**src/rtl/serial_subtractor_8b.sv**
```systemverilog
// Bit-serial subtractor: diff = in_a - in_b - bin, one bit per clock, LSB first.
// Optional signed-overflow output is built when SUB_SIGNED_OVF_EN is defined.
module serial_subtractor_8b #(
  parameter int WIDTH = 8
) (
  input  logic             clk,
  input  logic             rst_n,
  input  logic             start,
  input  logic [WIDTH-1:0] in_a,
  input  logic [WIDTH-1:0] in_b,
  input  logic             bin,
  output logic             start_ready,
  output logic             out_valid,
  input  logic             out_ready,
  output logic [WIDTH-1:0] diff,
  output logic             bout
`ifdef SUB_SIGNED_OVF_EN
  ,
  output logic             ovf
`endif
);

  localparam int CNT_W = (WIDTH > 1) ? $clog2(WIDTH) : 1;

  typedef enum logic [1:0] {
    IDLE  = 2'd0,
    SHIFT = 2'd1,
    DONE  = 2'd2
  } state_t;

  state_t           state, state_nx;
  logic [WIDTH-1:0] a_sh, b_sh;
  logic             br;
  logic [CNT_W-1:0] cnt;
  logic             accept, last_bit;
  logic             a_i, b_i, d, br_nx;

  assign start_ready = (state == IDLE) || ((state == DONE) && out_ready);
  assign accept      = start && start_ready;
  assign out_valid   = (state == DONE);
  assign last_bit    = (cnt == CNT_W'(WIDTH - 1));

  // One full-subtractor cell, fed from the LSB of the right-shifting operands.
  assign a_i   = a_sh[0];
  assign b_i   = b_sh[0];
  assign d     = a_i ^ b_i ^ br;
  assign br_nx = (~a_i & b_i) | (br & ~(a_i ^ b_i));

  // NOTE: sequential state uses non-blocking (<=) so every register samples
  // pre-edge values; blocking here would create order-dependent simulation.
  always_ff @(posedge clk or negedge rst_n) begin
    if (!rst_n) state <= IDLE;
    else        state <= state_nx;
  end

  // NOTE: state_nx gets a default before the case so no path leaves it
  // unassigned, which would otherwise infer a latch.
  always_comb begin
    state_nx = state;
    case (state)
      IDLE:    if (accept) state_nx = SHIFT;
      SHIFT:   if (last_bit) state_nx = DONE;
      DONE: begin
        if (accept)         state_nx = SHIFT;
        else if (out_ready) state_nx = IDLE;
      end
      default: state_nx = IDLE;
    endcase
  end

  // diff doubles as the result shift register; it only moves during SHIFT,
  // so it holds through DONE and afterwards in IDLE.
  always_ff @(posedge clk or negedge rst_n) begin
    if (!rst_n) begin
      a_sh <= '0;
      b_sh <= '0;
      br   <= 1'b0;
      cnt  <= '0;
      diff <= '0;
      bout <= 1'b0;
    end else if (accept) begin
      a_sh <= in_a;
      b_sh <= in_b;
      br   <= bin;
      cnt  <= '0;
    end else if (state == SHIFT) begin
      a_sh <= a_sh >> 1;
      b_sh <= b_sh >> 1;
      br   <= br_nx;
      diff <= {d, diff[WIDTH-1:1]};
      cnt  <= cnt + CNT_W'(1);
      if (last_bit) bout <= br_nx;
    end
  end

`ifdef SUB_SIGNED_OVF_EN
  // Operand MSBs are shifted out early, so keep copies for the overflow term.
  logic a_msb, b_msb;

  always_ff @(posedge clk or negedge rst_n) begin
    if (!rst_n) begin
      a_msb <= 1'b0;
      b_msb <= 1'b0;
      ovf   <= 1'b0;
    end else if (accept) begin
      a_msb <= in_a[WIDTH-1];
      b_msb <= in_b[WIDTH-1];
    end else if ((state == SHIFT) && last_bit) begin
      ovf <= (a_msb != b_msb) && (d != a_msb);
    end
  end
`endif

endmodule

```
**config.mk**
```make
export PLATFORM = sky130hd
export DESIGN_NAME = serial_subtractor_8b
export DESIGN_NICKNAME = d
export VERILOG_FILES = /design/src/rtl/serial_subtractor_8b.sv
export SDC_FILE = /design/constraint.sdc
export NUM_CORES = 1
export LEC_CHECK = 0
export ABC_AREA = 1
export CORE_UTILIZATION = 46
export DETAILED_ROUTE_END_ITERATION = 8
export PLACE_DENSITY = 0.75
export SLEW_MARGIN = 20
export SYNTH_ARGS = -nofsm -noshare
export SYNTH_HDL_FRONTEND = slang
export SYNTH_SLANG_ARGS = --single-unit
```
**constraint.sdc**
```tcl
create_clock -name clk -period 1 [get_ports clk]
set_input_delay 0.1 -clock clk [delete_from_list [all_inputs] [get_ports clk]]
set_output_delay 0.1 -clock clk [all_outputs]
set_load 0.02 [all_outputs]
```
==> load_flow_metrics.sql, run 1 <==
INSERT INTO impl_metrics (metric_group, metric, value, unit) VALUES
('worst_setup_path', 'cp_peak_stage_delay', '0.42', 'ns'),
('logic_synthesis', 'synth.distinct_cells', '15', ''),
('worst_setup_path', 'worst-setup-path-type', 'reg -> reg', ''),
('cells_and_area', 'final_layout_size_suffix_gt1_frac', '0.447', ''),
('flow_run', 'drv.max_cap_violation_count', '0', ''),
('clocking', 'tritoncts', 'built', ''),
('worst_setup_path', 'cp-start-kind', 'flip-flop', ''),
('cells_and_area', 'multi_input_comb_area', '871', 'um2'),
('worst_setup_path', 'crit_path_frequent_cell', 'sky130_fd_sc_hd__nand2_1', ''),
('timing', 'worst_slew_pin_slew', '0.201', 'ns'),
('drt', 'drtPass1Iterations', '4', ''),
('cells_and_area', 'num-fill-cells', '154', ''),
('global_routing', 'grt_start_max_net_pins', '32', ''),
('timing', 'finalSetupViolCount', '34', ''),
('worst_setup_path', 'crit_path_end_kind', 'flip-flop', ''),
('drt', 'route.detailed.drc', '0', ''),
('pwr', 'power.density_cell_area', '3290', 'nW/um2'),
('clocking', 'cts.clk_slew.worst_paths', '0.11', 'ns'),
('worst_setup_path', 'critical_path_peak_fanout', '5', ''),
('cells_and_area', 'layout-area-overhead-vs-synth', '72.1', '%'),
('cells_and_area', 'register_area', '777', 'um2'),
('timing', 'finalWorstPathRequiredPeriod', '1.32', 'ns'),
('timing', 'timing.final.max_slew_violations', '0', ''),
('logic_synthesis', 'postSynthAreaPerCell', '7.73', 'um2'),
('clocking', 'clk_path_buf_depth', '2', ''),
('cells_and_area', 'diodes', '0', ''),
('status', 'failed_checks', 'negative setup slack', ''),
('worst_setup_path', 'crit_path_cells', 'inv_2 -> buf_6 -> nand2_8 -> inv_8 -> clkbuf_16 -> nand2_1 -> nand2_1 -> nand2_1 -> nand2_1', ''),
('global_routing', 'grt_antenna_before_repair', '0', ''),
('global_routing', 'grt.total_usage', '0.233', ''),
('place', 'gpl.final_weighted_congestion', '0.758', ''),
('pwr', 'leakagePower', '1.42', 'nW'),
('cells_and_area', 'mostFrequentLayoutCell', 'sky130_fd_sc_hd__nand2_1', ''),
('logic_synthesis', 'syn_inst', '205', ''),
('floorplan', 'ioPinCount', '32', ''),
('place', 'place_area', '2180', 'um2'),
('drt', 'vias', '1734', ''),
('worst_setup_path', 'critical_path.reg2reg.startpoint', 'state[1]', ''),
('floorplan', 'placeableCoreArea', '3150', 'um2'),
('drt', 'drt-initial-drc-count', '180', ''),
('floorplan', 'core.rowCount', '20', ''),
('floorplan', 'initial_core_util', '0.503', ''),
('logic_synthesis', 'mappedNetlistArea', '1590', 'um2'),
('cells_and_area', 'mostFrequentLayoutCells', 'sky130_fd_sc_hd__nand2_1, sky130_fd_sc_hd__dfrtp_1, sky130_fd_sc_hd__buf_4', ''),
('drt', 'finalWirelength', '5.45', 'mm'),
('worst_setup_path', 'critical-path-slowest-cell', 'sky130_fd_sc_hd__dfrtp_1', ''),
('floorplan', 'die_w', '60.7', 'um'),
('floorplan', 'chipHeight', '60.7', 'um'),
('status', 'status', 'complete, but fails checks', ''),
('pwr', 'ir_drop', '2.17', 'mV'),
('drt', 'detail-route-antenna-nets', '0', ''),
('timing', 'final_critical_path_setup_slack', '-0.317', 'ns'),
('worst_hold_path', 'hold_path.class', 'in -> async', ''),
('clocking', 'htree_num_levels', '2', ''),
('place', 'portBuffers', '31', ''),
('logic_synthesis', 'yosys_warnings', '0', ''),
('timing', 'timing.max_slew.rel_slack', '0.866', ''),
('logic_synthesis', 'synthesis.nets', '229', ''),
('clocking', 'insertion_delay', '0.34', 'ns'),
('drt', 'routedWlPerCell', '17.1', 'um'),
('place', 'dpl.hpwl', '2.33', 'mm'),
('clocking', 'cts_buffers', '5', ''),
('timing', 'fin_crit_sh', '1.32', ''),
('timing', 'finalClockSkew', '0.0112', 'ns'),
('global_routing', 'grt_pass1_wl', '6.15', 'mm'),
('worst_setup_path', 'critical_path_arrival', '1.53', 'ns'),
('drt', 'vias_per_cell', '5.44', ''),
('cells_and_area', 'finish.instance_area', '2730', 'um2'),
('global_routing', 'gr-total-overflow', '0', ''),
('logic_synthesis', 'postSynthRegisterBits', '31', ''),
('timing', 'hold_viol', '0', '');
flip-flops by register name, summed over array words and instances (netlist names):
register,count
b_sh,8
state,2
br,1
diff,8
cnt,3
bout,1
a_sh,8
kinds of logic after synthesis:
kind of cell	share of synthesized area
adder cells (fa/ha/maj)	0.0284
AO/OA/AOI/OAI	0.0253
buffers and inverters	0.107
XOR/XNOR	0.00553
AND/OR/NAND/NOR	0.344
flip-flops	0.489
power breakdown:
part / total, mW / internal, mW / switching [mW] / leakage [nW]
registers: 2.35 / 1.84 / 0.507 / 0.385
clock network: 0.875 / 0.414 / 0.461 / 0.0386
logic: 5.77 / 2.89 / 2.88 / 0.997
worst paths after layout:
check | cells after the start | slack, ns | to
min in group clk | 3 | 0.28 | a_sh[7]
worst max register to register | 9 | -0.32 | a_sh[0]
worst min register to register | 2 | 0.52 | b_sh[2]
worst min-delay path | 2 | 0.11 | diff[3]
max in group asynchronous | 2 | 0.71 | state[0]
worst max-delay path | 9 | -0.32 | a_sh[0]
through the flow:
stage          setup WS [ns]  hold slack [ns]   util  setup TNS (ns)  power, mW
2_1_floorplan        -0.0692           -0.196      -          -0.523       4.32
3_3_place_gp          -0.466            0.457  0.691           -9.98       5.52
3_5_place_dp          -0.511            0.459  0.691          -11.33       5.62
4_1_cts               -0.186            0.123  0.723           -4.17       6.53
5_1_grt               -0.344            0.107  0.865           -8.08       9.45
6_report              -0.317            0.108  0.865           -6.96       8.99
synthesized netlist by cell type (all sizes together):
| master | count | area, um2 |
|---|---|---|
| o21ai | 8 | 40.0 |
| nor2 | 2 | 7.51 |
| xor2 | 1 | 8.76 |
| fa | 1 | 20.0 |
| nand3 | 20 | 113 |
| ha | 2 | 25.0 |
| inv | 26 | 97.6 |
| nand2 | 87 | 332 |
| nand4 | 15 | 93.8 |
| dfrtp | 31 | 776 |
| buf | 12 | 72.6 |
critical path: cells and delay by family, from the launching register on:
kind	cells	cell delay [ns]
buffers and inverters	4	0.40
DFF	1	0.42
and+or+nand+nor	5	0.35
routing by layer:
metal  share of wire  track usage  vias up
met3           0.071       0.0789       28
met1            0.39        0.279      828
met5               0            0        -
met4           0.042       0.0714        0
li1                -            -      784
met2            0.49        0.399       94
final cells by class:
class | instances | share of cell area
Tap cell | 44 | 0.0202
Multi-Input combinational cell | 136 | 0.319
Inverter | 26 | 0.0394
Timing Repair Buffer | 74 | 0.311
Sequential cell | 31 | 0.285
Clock buffer | 8 | 0.0252
timing repair:
item / CTS / global route
resized for setup: 61 / 78
gates cloned: 0 / 7
pin swaps: 3 / 9
endpoints found under the setup margin: 42 / 42
setup buffers: 5 / 8
No activity file was read; power rests on OpenSTA's default activity.
==> run 2, diff against run 1 <==
--- a/config.mk
+++ b/config.mk
@@ -6,6 +6,7 @@
 export NUM_CORES = 1
 export LEC_CHECK = 0
 export ABC_AREA = 1
+export ABC_CLOCK_PERIOD_IN_PS = 1000
 export CORE_UTILIZATION = 46
 export DETAILED_ROUTE_END_ITERATION = 8
 export PLACE_DENSITY = 0.75
==> results of run 2 <==
The final DEF is identical to that of run 1; final timing and power are the same.
